`config.mk`:
```
export PLATFORM = sky130hd
export DESIGN_NAME = piece_ram_writer_flat
export DESIGN_NICKNAME = d
export VERILOG_FILES = /design/src/rtl/piece_ram_writer_pkg.sv /design/src/rtl/piece_ram_writer_if.sv /design/src/rtl/piece_ram_writer_board_addr_calc.sv /design/src/rtl/piece_ram_writer.sv /design/src/flat_wrapper.sv
export SDC_FILE = /design/constraint.sdc
export NUM_CORES = 1
export LEC_CHECK = 0
export BUFFER_PORTS_ARGS = -buffer_cell sky130_fd_sc_hd__buf_4
export CORE_MARGIN = 10
export CORE_UTILIZATION = 35
export DETAILED_ROUTE_END_ITERATION = 10
export GPL_TIMING_DRIVEN = 0
export SYNTH_ARGS = -nofsm -noshare
export SYNTH_HDL_FRONTEND = slang
export SYNTH_SLANG_ARGS = --single-unit
```
`constraint.sdc`:
```
create_clock -name clk -period 4.55 [get_ports clk]
set_clock_uncertainty 0.1 [all_clocks]
set_input_delay 0.6825 -clock clk [delete_from_list [all_inputs] [get_ports clk]]
set_output_delay 0.6825 -clock clk [all_outputs]
set_load 0.005 [all_outputs]
```
`src/rtl/piece_ram_writer_pkg.sv`:
```
// ============================================================================
//  Module      : piece_ram_writer_pkg
//  Description : Shared mode encodings, FSM state enum and default board
//                dimensions for the piece RAM writer and its address helper.
//  Revision    : 1.0 - initial release
// ============================================================================
`default_nettype none

package piece_ram_writer_pkg;

  localparam int DEF_BOARD_W = 10;
  localparam int DEF_BOARD_H = 24;
  localparam int DEF_DATA_W  = 6;
  localparam int DEF_CELLS   = 4;
  localparam int DEF_OFF_W   = 2;

  typedef enum logic [1:0] {
    MODE_STAMP = 2'd0,
    MODE_ERASE = 2'd1,
    MODE_CHECK = 2'd2,
    MODE_RSVD  = 2'd3
  } mode_t;

  typedef enum logic [2:0] {
    IDLE   = 3'd0,
    ADDR   = 3'd1,
    WRITE  = 3'd2,
    HOLD   = 3'd3,
    WAIT   = 3'd4,
    SAMPLE = 3'd5,
    DONE   = 3'd6
  } state_t;

endpackage

`default_nettype wire

```
`src/rtl/piece_ram_writer_if.sv`:
```
// ============================================================================
//  Module      : piece_ram_writer_if
//  Description : Command, board-RAM and status bundle of the piece RAM writer.
//                slave = writer side, master = game FSM / RAM side.
//                Optional macro PIECE_WRITER_STATS_EN adds o_cells_hit.
//  Revision    : 1.0 - initial release
// ============================================================================
`default_nettype none

interface piece_ram_writer_if
  import piece_ram_writer_pkg::*;
#(
  parameter int BOARD_W = DEF_BOARD_W,
  parameter int BOARD_H = DEF_BOARD_H,
  parameter int DATA_W  = DEF_DATA_W,
  parameter int CELLS   = DEF_CELLS,
  parameter int OFF_W   = DEF_OFF_W
);

  localparam int XW = $clog2(BOARD_W);
  localparam int YW = $clog2(BOARD_H);
  localparam int AW = $clog2(BOARD_W * BOARD_H);
  localparam int HW = $clog2(CELLS + 1);

  logic                   i_start;
  logic [1:0]             i_mode;
  logic [XW-1:0]          i_x_anc;
  logic [YW-1:0]          i_y_anc;
  logic [CELLS*OFF_W-1:0] i_x_off;
  logic [CELLS*OFF_W-1:0] i_y_off;
  logic [DATA_W-1:0]      i_color;
  logic [AW-1:0]          o_ram_addr;
  logic                   o_ram_wren;
  logic [DATA_W-1:0]      o_ram_wdata;
  logic [DATA_W-1:0]      i_ram_rdata;
  logic                   o_busy;
  logic                   o_done;
  logic                   o_collision;
  logic                   o_oob;
`ifdef PIECE_WRITER_STATS_EN
  logic [HW-1:0]          o_cells_hit;
`endif

  modport slave (
    input  i_start, i_mode, i_x_anc, i_y_anc, i_x_off, i_y_off, i_color,
    input  i_ram_rdata,
    output o_ram_addr, o_ram_wren, o_ram_wdata,
`ifdef PIECE_WRITER_STATS_EN
    output o_cells_hit,
`endif
    output o_busy, o_done, o_collision, o_oob
  );

  modport master (
    output i_start, i_mode, i_x_anc, i_y_anc, i_x_off, i_y_off, i_color,
    output i_ram_rdata,
    input  o_ram_addr, o_ram_wren, o_ram_wdata,
`ifdef PIECE_WRITER_STATS_EN
    input  o_cells_hit,
`endif
    input  o_busy, o_done, o_collision, o_oob
  );

endinterface

`default_nettype wire

```
`src/rtl/piece_ram_writer_board_addr_calc.sv`:
```
// ============================================================================
//  Module      : board_addr_calc
//  Description : Combinational cell address: (anchor + offset) -> linear
//                board address y*BOARD_W + x, plus an in-bounds flag.
//  Revision    : 1.0 - initial release
// ============================================================================
`default_nettype none

module board_addr_calc
  import piece_ram_writer_pkg::*;
#(
  parameter int BOARD_W = DEF_BOARD_W,
  parameter int BOARD_H = DEF_BOARD_H,
  parameter int OFF_W   = DEF_OFF_W
) (
  input  logic [$clog2(BOARD_W)-1:0]         i_x_anc,
  input  logic [$clog2(BOARD_H)-1:0]         i_y_anc,
  input  logic [OFF_W-1:0]                   i_x_off,
  input  logic [OFF_W-1:0]                   i_y_off,
  output logic [$clog2(BOARD_W*BOARD_H)-1:0] o_addr,
  output logic                               o_in_bounds
);

  localparam int XW = $clog2(BOARD_W);
  localparam int YW = $clog2(BOARD_H);
  localparam int AW = $clog2(BOARD_W * BOARD_H);

  localparam logic [XW:0] c_MAX_X = (XW+1)'(BOARD_W);
  localparam logic [YW:0] c_MAX_Y = (YW+1)'(BOARD_H);

  // One extra bit so that anchor+offset past the edge cannot wrap back in.
  logic [XW:0] w_cx;
  logic [YW:0] w_cy;

  assign w_cx = {1'b0, i_x_anc} + (XW+1)'(i_x_off);
  assign w_cy = {1'b0, i_y_anc} + (YW+1)'(i_y_off);

  assign o_in_bounds = (w_cx < c_MAX_X) && (w_cy < c_MAX_Y);
  // Only meaningful when in bounds; the caller ignores it otherwise.
  assign o_addr      = AW'(w_cy) * AW'(BOARD_W) + AW'(w_cx);

endmodule

`default_nettype wire

```
`src/rtl/piece_ram_writer.sv`:
```
// ============================================================================
//  Module      : piece_ram_writer
//  Description : Walks the CELLS cells of one piece and stamps (colour),
//                erases (zero) or checks (collision) them in the board RAM.
//                Optional macro PIECE_WRITER_STATS_EN adds a cells_hit count.
//  Revision    : 1.0 - initial release
// ============================================================================
`default_nettype none

module piece_ram_writer
  import piece_ram_writer_pkg::*;
#(
  parameter int BOARD_W    = DEF_BOARD_W,
  parameter int BOARD_H    = DEF_BOARD_H,
  parameter int DATA_W     = DEF_DATA_W,
  parameter int CELLS      = DEF_CELLS,
  parameter int OFF_W      = DEF_OFF_W,
  parameter int RD_LATENCY = 1
) (
  input  logic               clk,
  input  logic               reset,
  piece_ram_writer_if.slave  bus
);

  localparam int XW = $clog2(BOARD_W);
  localparam int YW = $clog2(BOARD_H);
  localparam int AW = $clog2(BOARD_W * BOARD_H);
  localparam int IW = (CELLS > 1) ? $clog2(CELLS) : 1;
  localparam int WW = (RD_LATENCY > 1) ? $clog2(RD_LATENCY) : 1;

  state_t                 r_state;
  state_t                 w_next;
  logic [1:0]             r_mode;
  logic [XW-1:0]          r_x_anc;
  logic [YW-1:0]          r_y_anc;
  logic [CELLS*OFF_W-1:0] r_x_off;
  logic [CELLS*OFF_W-1:0] r_y_off;
  logic [DATA_W-1:0]      r_color;
  logic [IW-1:0]          r_idx;
  logic [WW-1:0]          r_wait;
  logic [AW-1:0]          r_ram_addr;
  logic                   r_ram_wren;
  logic [DATA_W-1:0]      r_ram_wdata;
  logic                   r_collision;
  logic                   r_oob;
  logic                   w_busy;
  logic                   w_done;

  logic [OFF_W-1:0]       w_x_off;
  logic [OFF_W-1:0]       w_y_off;
  logic [AW-1:0]          w_addr;
  logic                   w_inb;
  logic                   w_is_check;
  logic                   w_last;
  logic                   w_last_wait;

  // Reserved mode 3 behaves as CHECK.
  assign w_is_check  = (r_mode == MODE_CHECK) || (r_mode == MODE_RSVD);
  assign w_last      = (r_idx == IW'(CELLS - 1));
  assign w_last_wait = (r_wait == WW'(RD_LATENCY - 1));
  assign w_x_off     = r_x_off[r_idx*OFF_W +: OFF_W];
  assign w_y_off     = r_y_off[r_idx*OFF_W +: OFF_W];

  board_addr_calc #(
    .BOARD_W (BOARD_W),
    .BOARD_H (BOARD_H),
    .OFF_W   (OFF_W)
  ) u_calc (
    .i_x_anc     (r_x_anc),
    .i_y_anc     (r_y_anc),
    .i_x_off     (w_x_off),
    .i_y_off     (w_y_off),
    .o_addr      (w_addr),
    .o_in_bounds (w_inb)
  );

  // State register.
  always_ff @(posedge clk or posedge reset) begin
    if (reset) r_state <= IDLE;
    else       r_state <= w_next;
  end

  // Next-state: fixed cycle count per cell, independent of bounds.
  always_comb begin
    w_next = r_state;
    case (r_state)
      IDLE:    if (bus.i_start) w_next = ADDR;
      ADDR:    w_next = w_is_check ? WAIT : WRITE;
      WRITE:   w_next = HOLD;
      HOLD:    w_next = w_last ? DONE : ADDR;
      WAIT:    if (w_last_wait) w_next = SAMPLE;
      SAMPLE:  w_next = w_last ? DONE : ADDR;
      DONE:    w_next = IDLE;
      default: w_next = IDLE;
    endcase
  end

  // Status outputs decoded from the state register.
  always_comb begin
    w_busy = (r_state != IDLE);
    w_done = (r_state == DONE);
  end

`ifdef PIECE_WRITER_STATS_EN
  logic [$clog2(CELLS+1)-1:0] r_hits;
  assign bus.o_cells_hit = r_hits;
`endif

  // Command latch, registered RAM port, per-cell result accumulation.
  always_ff @(posedge clk or posedge reset) begin
    if (reset) begin
      r_mode      <= '0;
      r_x_anc     <= '0;
      r_y_anc     <= '0;
      r_x_off     <= '0;
      r_y_off     <= '0;
      r_color     <= '0;
      r_idx       <= '0;
      r_wait      <= '0;
      r_ram_addr  <= '0;
      r_ram_wren  <= 1'b0;
      r_ram_wdata <= '0;
      r_collision <= 1'b0;
      r_oob       <= 1'b0;
`ifdef PIECE_WRITER_STATS_EN
      r_hits      <= '0;
`endif
    end else begin
      // Write strobe lands exactly on the WRITE cycle of an in-bounds cell.
      r_ram_wren <= (w_next == WRITE) && w_inb;
      case (r_state)
        IDLE: begin
          if (bus.i_start) begin
            r_mode      <= bus.i_mode;
            r_x_anc     <= bus.i_x_anc;
            r_y_anc     <= bus.i_y_anc;
            r_x_off     <= bus.i_x_off;
            r_y_off     <= bus.i_y_off;
            r_color     <= bus.i_color;
            r_idx       <= '0;
            r_collision <= 1'b0;
            r_oob       <= 1'b0;
`ifdef PIECE_WRITER_STATS_EN
            r_hits      <= '0;
`endif
          end
        end
        ADDR: begin
          if (w_inb) r_ram_addr <= w_addr;
          r_ram_wdata <= (r_mode == MODE_STAMP) ? r_color : '0;
          r_wait      <= '0;
        end
        WRITE: begin
          if (!w_inb) r_oob <= 1'b1;
`ifdef PIECE_WRITER_STATS_EN
          else        r_hits <= r_hits + 1'b1;
`endif
        end
        HOLD: begin
          if (!w_last) r_idx <= r_idx + 1'b1;
        end
        WAIT: begin
          r_wait <= r_wait + 1'b1;
        end
        SAMPLE: begin
          if (!w_inb) begin
            r_oob       <= 1'b1;
            r_collision <= 1'b1;
          end else if (bus.i_ram_rdata != '0) begin
            r_collision <= 1'b1;
`ifdef PIECE_WRITER_STATS_EN
            r_hits      <= r_hits + 1'b1;
`endif
          end
          if (!w_last) r_idx <= r_idx + 1'b1;
        end
        default: ;
      endcase
    end
  end

  assign bus.o_ram_addr  = r_ram_addr;
  assign bus.o_ram_wren  = r_ram_wren;
  assign bus.o_ram_wdata = r_ram_wdata;
  assign bus.o_busy      = w_busy;
  assign bus.o_done      = w_done;
  assign bus.o_collision = r_collision;
  assign bus.o_oob       = r_oob;

endmodule

`default_nettype wire

```
`src/flat_wrapper.sv`:
```
// flat-port wrapper written by rule: the top's interface ports become plain ports
module piece_ram_writer_flat import piece_ram_writer_pkg::*;
#(
  parameter int BOARD_W    = DEF_BOARD_W,
  parameter int BOARD_H    = DEF_BOARD_H,
  parameter int DATA_W     = DEF_DATA_W,
  parameter int CELLS      = DEF_CELLS,
  parameter int OFF_W      = DEF_OFF_W,
  parameter int RD_LATENCY = 1
)
  (clk, reset, bus_i_start, bus_i_mode, bus_i_x_anc, bus_i_y_anc, bus_i_x_off, bus_i_y_off, bus_i_color, bus_i_ram_rdata, bus_o_ram_addr, bus_o_ram_wren, bus_o_ram_wdata, bus_o_busy, bus_o_done, bus_o_collision, bus_o_oob);
  piece_ram_writer_if #(.BOARD_W(BOARD_W), .BOARD_H(BOARD_H), .DATA_W(DATA_W), .CELLS(CELLS), .OFF_W(OFF_W)) bus_i ();
  input  logic clk;
  input  logic reset;
  input wire logic [$bits(bus_i.i_start)-1:0] bus_i_start;
  input wire logic [$bits(bus_i.i_mode)-1:0] bus_i_mode;
  input wire logic [$bits(bus_i.i_x_anc)-1:0] bus_i_x_anc;
  input wire logic [$bits(bus_i.i_y_anc)-1:0] bus_i_y_anc;
  input wire logic [$bits(bus_i.i_x_off)-1:0] bus_i_x_off;
  input wire logic [$bits(bus_i.i_y_off)-1:0] bus_i_y_off;
  input wire logic [$bits(bus_i.i_color)-1:0] bus_i_color;
  input wire logic [$bits(bus_i.i_ram_rdata)-1:0] bus_i_ram_rdata;
  output wire logic [$bits(bus_i.o_ram_addr)-1:0] bus_o_ram_addr;
  output wire logic [$bits(bus_i.o_ram_wren)-1:0] bus_o_ram_wren;
  output wire logic [$bits(bus_i.o_ram_wdata)-1:0] bus_o_ram_wdata;
  output wire logic [$bits(bus_i.o_busy)-1:0] bus_o_busy;
  output wire logic [$bits(bus_i.o_done)-1:0] bus_o_done;
  output wire logic [$bits(bus_i.o_collision)-1:0] bus_o_collision;
  output wire logic [$bits(bus_i.o_oob)-1:0] bus_o_oob;
  assign bus_i.i_start = bus_i_start;
  assign bus_i.i_mode = bus_i_mode;
  assign bus_i.i_x_anc = bus_i_x_anc;
  assign bus_i.i_y_anc = bus_i_y_anc;
  assign bus_i.i_x_off = bus_i_x_off;
  assign bus_i.i_y_off = bus_i_y_off;
  assign bus_i.i_color = bus_i_color;
  assign bus_i.i_ram_rdata = bus_i_ram_rdata;
  assign bus_o_ram_addr = bus_i.o_ram_addr;
  assign bus_o_ram_wren = bus_i.o_ram_wren;
  assign bus_o_ram_wdata = bus_i.o_ram_wdata;
  assign bus_o_busy = bus_i.o_busy;
  assign bus_o_done = bus_i.o_done;
  assign bus_o_collision = bus_i.o_collision;
  assign bus_o_oob = bus_i.o_oob;
  piece_ram_writer #(.BOARD_W(BOARD_W), .BOARD_H(BOARD_H), .DATA_W(DATA_W), .CELLS(CELLS), .OFF_W(OFF_W), .RD_LATENCY(RD_LATENCY)) u_core (.clk(clk), .reset(reset), .bus(bus_i));
endmodule
```
==> impl_metrics.tcl, run 1 <==
set metrics [dict create \
    critPathCapture "u_core.bus.o_ram_addr[7]" \
    end_kind "flip-flop" \
    synthSimpleGateAreaFrac 0.0884 \
    via_count 2002 \
    grt_pass1_wl_um 10700 \
    drc 0 \
    r2r-start "u_core.r_idx[0]" \
    routed_via_density 4.85 \
    grt_usage 0.103 \
    synth_compound_area_frac 0.0701 \
    yosys-top-cells-count "56 x dfrtp_1, 31 x mux2_2, 19 x nand2_1" \
    drv_cap 0 \
    place_ws_ns 0.0739 \
    drtIter0Drc 101 \
    die_x_um 112 \
    dieArea_mm2 0.0125 \
    nets 369 \
    max_freq_mhz 242 \
    synth-seq-cells 56 \
    slew_violations 0 \
    setup_violations 0 \
    r2r_end "u_core.bus.o_ram_addr[7]" \
    dr.pass1.iters 4 \
    synth_top_family_by_area "multiplexers" \
    period_share 0.909 \
    yosysTopAreaCell "dfrtp_1" \
    use_met1 0.134 \
    rr_worst_depth 14 \
    synth.distinct_cells 41 \
    post_cts_buffers 0 \
    min_path_type "input port to async pin" \
    grt-ovfl-total 0 \
    gp_congestion 0.752 \
    synth.most_common_cell "dfrtp_1" \
    synth_area_per_cell_um2 12.3 \
    start_util 0.358 \
    hold_violations 0 \
    io_pins 61 \
    synth_ff_type "dfrtp_1" \
    clk_pin_slew_ns 0.10 \
    hold_buffers 0 \
    grt_busiest_layer "met2" \
    portBuffers 60 \
    syn_area_mm2 0.00294 \
    rsz0062_at_grt "false" \
    diodes 0 \
    synth_fa_ha_area_frac 0.0952 \
    relSlewSlack 0.528 \
    ys_seq_area_frac 0.476 \
    startpoint_type "flip-flop" \
    layout-drive-gt1-share 0.396 \
    syn_inst 239 \
    yosysWarningCount 0 \
    numCtsBuffers 5 \
    cts_tree "done" \
    worstSkewPairLatency_ns 0.31 \
    crit_required_ns 4.65 \
    reg2reg_setup_slack_ns 0.41 \
    synth.area.top_cells "dfrtp_1 48%, mux2_2 12%, ha_1 6.8%" \
    core_area_mm2 0.00822 \
    place_inst 405 \
    cts_buffer_depth 2 \
    tightest_slew_ns 0.704 \
    crit_start "u_core.r_idx[0]" \
    clock-sinks 56 \
    hold_ws_ns 0.254 \
    syn_nets 301 \
    synth_xor_area_frac 0.0387 \
    grt_use_met2 0.162 \
    crit_type "flip-flop to flip-flop" \
    wl_per_cell_um 15.2 \
    async_flop_share 1.00 \
    grt_use_met3 0.0306 \
    min_period_ns 4.14 \
    fin_tns_setup_ns 0 \
    crit_arrival_ns 4.24 \
    grt_pass1_vias 2159 \
    synth_edf_count 0 \
    worst_slack_ns 0.413 \
    cts_resized 0 \
    die_h_um 112 \
    yosysTopAreaCellShare 0.476 \
    cts_root_buffer "clkbuf_8" \
    ant_nets 0 \
    wl_um 6280 \
    muxShareOfSynthArea 0.201 \
    antenna_found_initial 0 \
    cp_max_fo 6 \
    grt_max_degree 40 \
    rows 33 \
    status "completed" \
    area_delta_synth_final_pct 24.5 \
    htree_levels 2 \
    fin_cells 413 \
    hpwl_um 5020 \
]
-- layout make-up --
class                      instances  area, µm²
inverter                          12       45.0
buffer                             9       46.3
clock buffer                       6       72.6
sequential                        56       1400
fill                             790       4550
tap                              105        131
multi-input combinational        162       1460
timing repair buffer              61        470
clock inverter                     2       38.8
-- state kept, by name (all words and copies together) (netlist names) --
register,flops
u_core.bus.o_collision,1
u_core.bus.o_oob,1
u_core.bus.o_ram_addr,8
u_core.bus.o_ram_wdata,6
u_core.bus.o_ram_wren,1
u_core.r_color,6
u_core.r_idx,2
u_core.r_mode,2
u_core.r_state,3
u_core.r_wait,1
u_core.r_x_anc,4
u_core.r_x_off,8
u_core.r_y_anc,5
u_core.r_y_off,8
-- metrics by stage --
step | util | area [µm²]
finish | 0.446 | 3660
global route | 0.446 | 3660
CTS | 0.445 | 3660
detailed placement | 0.432 | 3550
global placement | 0.429 | 3530
floorplan | - | 2940
-- layout by cell type (no fill, tap or decap), types with 2 or more instances in the layout --
cell       n
a21o_1     4
a21oi_1   12
and3_1     2
buf_2      3
buf_4     60
clkbuf_1   5
clkbuf_8   5
dfrtp_1   56
fa_1       4
ha_1      16
inv_1     10
inv_2      2
mux2_1     2
mux2_2    31
mux2_4     8
mux4_2     4
nand2_1   19
nand2b_1   2
nand3_1    7
nand3b_1   2
nor2_1     8
nor2b_1    3
nor3_1     2
o21ai_0    3
o22ai_1    5
xnor2_1   10
xor2_1     3
-- per-layer routing --
metal | part of all wire | vias up
met5 | 0 | -
met4 | 0.012 | 0
met3 | 0.051 | 7
met2 | 0.46 | 50
met1 | 0.47 | 963
li1 | - | 982
-- cell families (layout without fill, tap and decap cells) --
kind of cell / Yosys count / in the layout
buffers and inverters: 21 / 90
AOI/OAI and AO/OA: 32 / 32
adders and majority gates: 20 / 20
and+or+nand+nor: 51 / 51
xor gates and xnor gates: 13 / 13
muxes: 46 / 46
DFF: 56 / 56
-- worst min path at each step --
| stage | startpoint | to | slack [ns] | cells after the start |
|---|---|---|---|---|
| after floorplan | u_core.r_color[0] | u_core.bus.o_ram_wdata[0] | 0.36 | 2 |
| after global placement | u_core.bus.o_ram_wdata[1] | u_core.bus.o_ram_wdata[1] | 0.35 | 2 |
| after detailed placement | u_core.bus.o_ram_wdata[4] | u_core.bus.o_ram_wdata[4] | 0.36 | 2 |
| after CTS | reset | u_core.bus.o_ram_wdata[0] | 0.26 | 2 |
| after global routing | reset | u_core.r_y_anc[3] | 0.28 | 2 |
| final | reset | u_core.bus.o_ram_wdata[0] | 0.25 | 2 |
-- worst max-delay path, cell delays in order (launching register included) --
cell and delay (ns):
dfrtp_1 0.37, clkbuf_2 0.23, mux4_2 0.57, ha_1 0.29, a21oi_1 0.24, nand2b_1 0.18, xnor2_1 0.16, ha_1 0.27
ha_1 0.23, fa_1 0.38, xnor2_1 0.17, a2111oi_2 0.32, xnor2_1 0.18, xnor2_1 0.09, mux2_4 0.25
Power of run 1 is not shown: default switching activity piles up to over one toggle a cycle in this logic, so the estimate is an artifact.
==> inputs of run 2 (changes only) <==
Settings changed: REMOVE_ABC_BUFFERS from default to 1.
==> impl_metrics.tcl, run 2 (synthesized netlist as in run 1, its figures left out) <==
set metrics [dict create \
    min_path_type "input port to async pin" \
    setup_violations 0 \
    nets 362 \
    diodes 0 \
    reg2reg_setup_slack_ns 0.38 \
    place_inst 398 \
    hold_violations 0 \
    core_area_mm2 0.00822 \
    rows 33 \
    grt_use_met2 0.147 \
    cp_max_fo 7 \
    crit_type "flip-flop to flip-flop" \
    clock-sinks 56 \
    antenna_found_initial 0 \
    use_met1 0.128 \
    max_freq_mhz 240 \
    crit_required_ns 4.65 \
    wl_per_cell_um 14.7 \
    drv_cap 0 \
    hpwl_um 4720 \
    grt_busiest_layer "met2" \
    ant_nets 0 \
    cts_buffer_depth 2 \
    clk_pin_slew_ns 0.11 \
    grt_usage 0.0965 \
    grt_pass1_wl_um 10200 \
    r2r-start "u_core.r_idx[0]" \
    numCtsBuffers 5 \
    via_count 1912 \
    final_cell_mix "60 x buf_4, 55 x dfrtp_1, 31 x mux2_2" \
    crit_start "u_core.r_idx[0]" \
    slew_violations 0 \
    startpoint_type "flip-flop" \
    drc 0 \
    cts_tree "done" \
    wl_um 5950 \
    routed_via_density 4.71 \
    nFillCells 794 \
    multi_input_area_mm2 0.00146 \
    rr_worst_depth 13 \
    tightest_slew_ns 0.543 \
    grt_max_degree 43 \
    area_delta_synth_final_pct 23.7 \
    hold_ws_ns 0.221 \
    drtIter0Drc 99 \
    die_h_um 112 \
    mostFrequentLayoutCell "buf_4" \
    layout-drive-gt1-share 0.399 \
    rsz0062_at_grt "false" \
    fin_tns_setup_ns 0 \
    portBuffers 60 \
    dieArea_mm2 0.0125 \
    grt_pass1_vias 2053 \
    place_ws_ns 0.178 \
    grt_use_met3 0.0349 \
    worst_slack_ns 0.378 \
    fin_cells 406 \
    start_util 0.358 \
    relSlewSlack 0.637 \
    period_share 0.917 \
    grt-ovfl-total 0 \
    worstSkewPairLatency_ns 0.31 \
    end_kind "flip-flop" \
    status "completed" \
    die_x_um 112 \
    min_period_ns 4.17 \
    io_pins 61 \
    gp_congestion 0.757 \
    crit_arrival_ns 4.27 \
    r2r_end "u_core.bus.o_ram_addr[7]" \
    ff_latch_area_mm2 0.00140 \
    dr.pass1.iters 4 \
    htree_levels 2 \
    cts_root_buffer "clkbuf_8" \
]
run 2: cell types whose count changed in the layout (fill, tap and decap cells not counted), sizes merged:
| cell | delta |
|---|---|
| clkbuf | -5 |
| buf | -2 |
| bufinv | -1 |
| clkinvlp | +1 |
run 2: how the worst max path moves through the flow:
| stage | end | slack, ns | cells after the start |
|---|---|---|---|
| 2_1_floorplan | u_core.bus.o_ram_addr[7] | 0.56 | 13 |
| 3_3_place_gp | u_core.bus.o_ram_addr[7] | 0.26 | 13 |
| 3_5_place_dp | u_core.bus.o_ram_addr[7] | 0.18 | 13 |
| 4_1_cts | u_core.bus.o_ram_addr[7] | 0.15 | 13 |
| 5_1_grt | u_core.bus.o_ram_addr[7] | 0.05 | 13 |
| 6_report | u_core.bus.o_ram_addr[7] | 0.38 | 13 |
run 2: per-stage QoR:
stage	util	cell area (µm²)
3_5_place_dp	0.430	3540
2_1_floorplan	-	2900
4_1_cts	0.443	3640
3_3_place_gp	0.424	3480
5_1_grt	0.443	3640
6_report	0.443	3640
run 2: layer usage:
metal | wire length [µm] | vias up
met1 | 2770 | 889
met5 | 0 | -
met4 | 44 | 0
met3 | 411 | 5
li1 | - | 969
met2 | 2720 | 49
run 2: cell type report:
class	instances	area share
multi-input cells	162	0.401
flip-flops and latches	56	0.385
repair buffers	63	0.137
well taps	105	0.0361
clock buffers	6	0.0227
inverters	12	0.0124
clock inverters	2	0.00515
run 2: repair_timing:
item | CTS | global route
resized for setup | 0 | 2
hold buffers | 0 | 0
buffers inserted | 0 | 0
endpoints found under the setup margin | 0 | 1
hold endpoints to repair | 0 | 0
run 2: worst max-delay path: stages (launching register included):
cell and delay [ns]:
dfrtp_2 0.49, mux4_2 0.56, ha_1 0.29, a21oi_1 0.28
nand2b_1 0.20, xnor2_1 0.17, ha_1 0.27, ha_1 0.23
fa_1 0.38, xnor2_1 0.17, a2111oi_1 0.39, xnor2_1 0.14
xnor2_1 0.14, mux2_4 0.25
Power of run 2 is left out for the same reason.
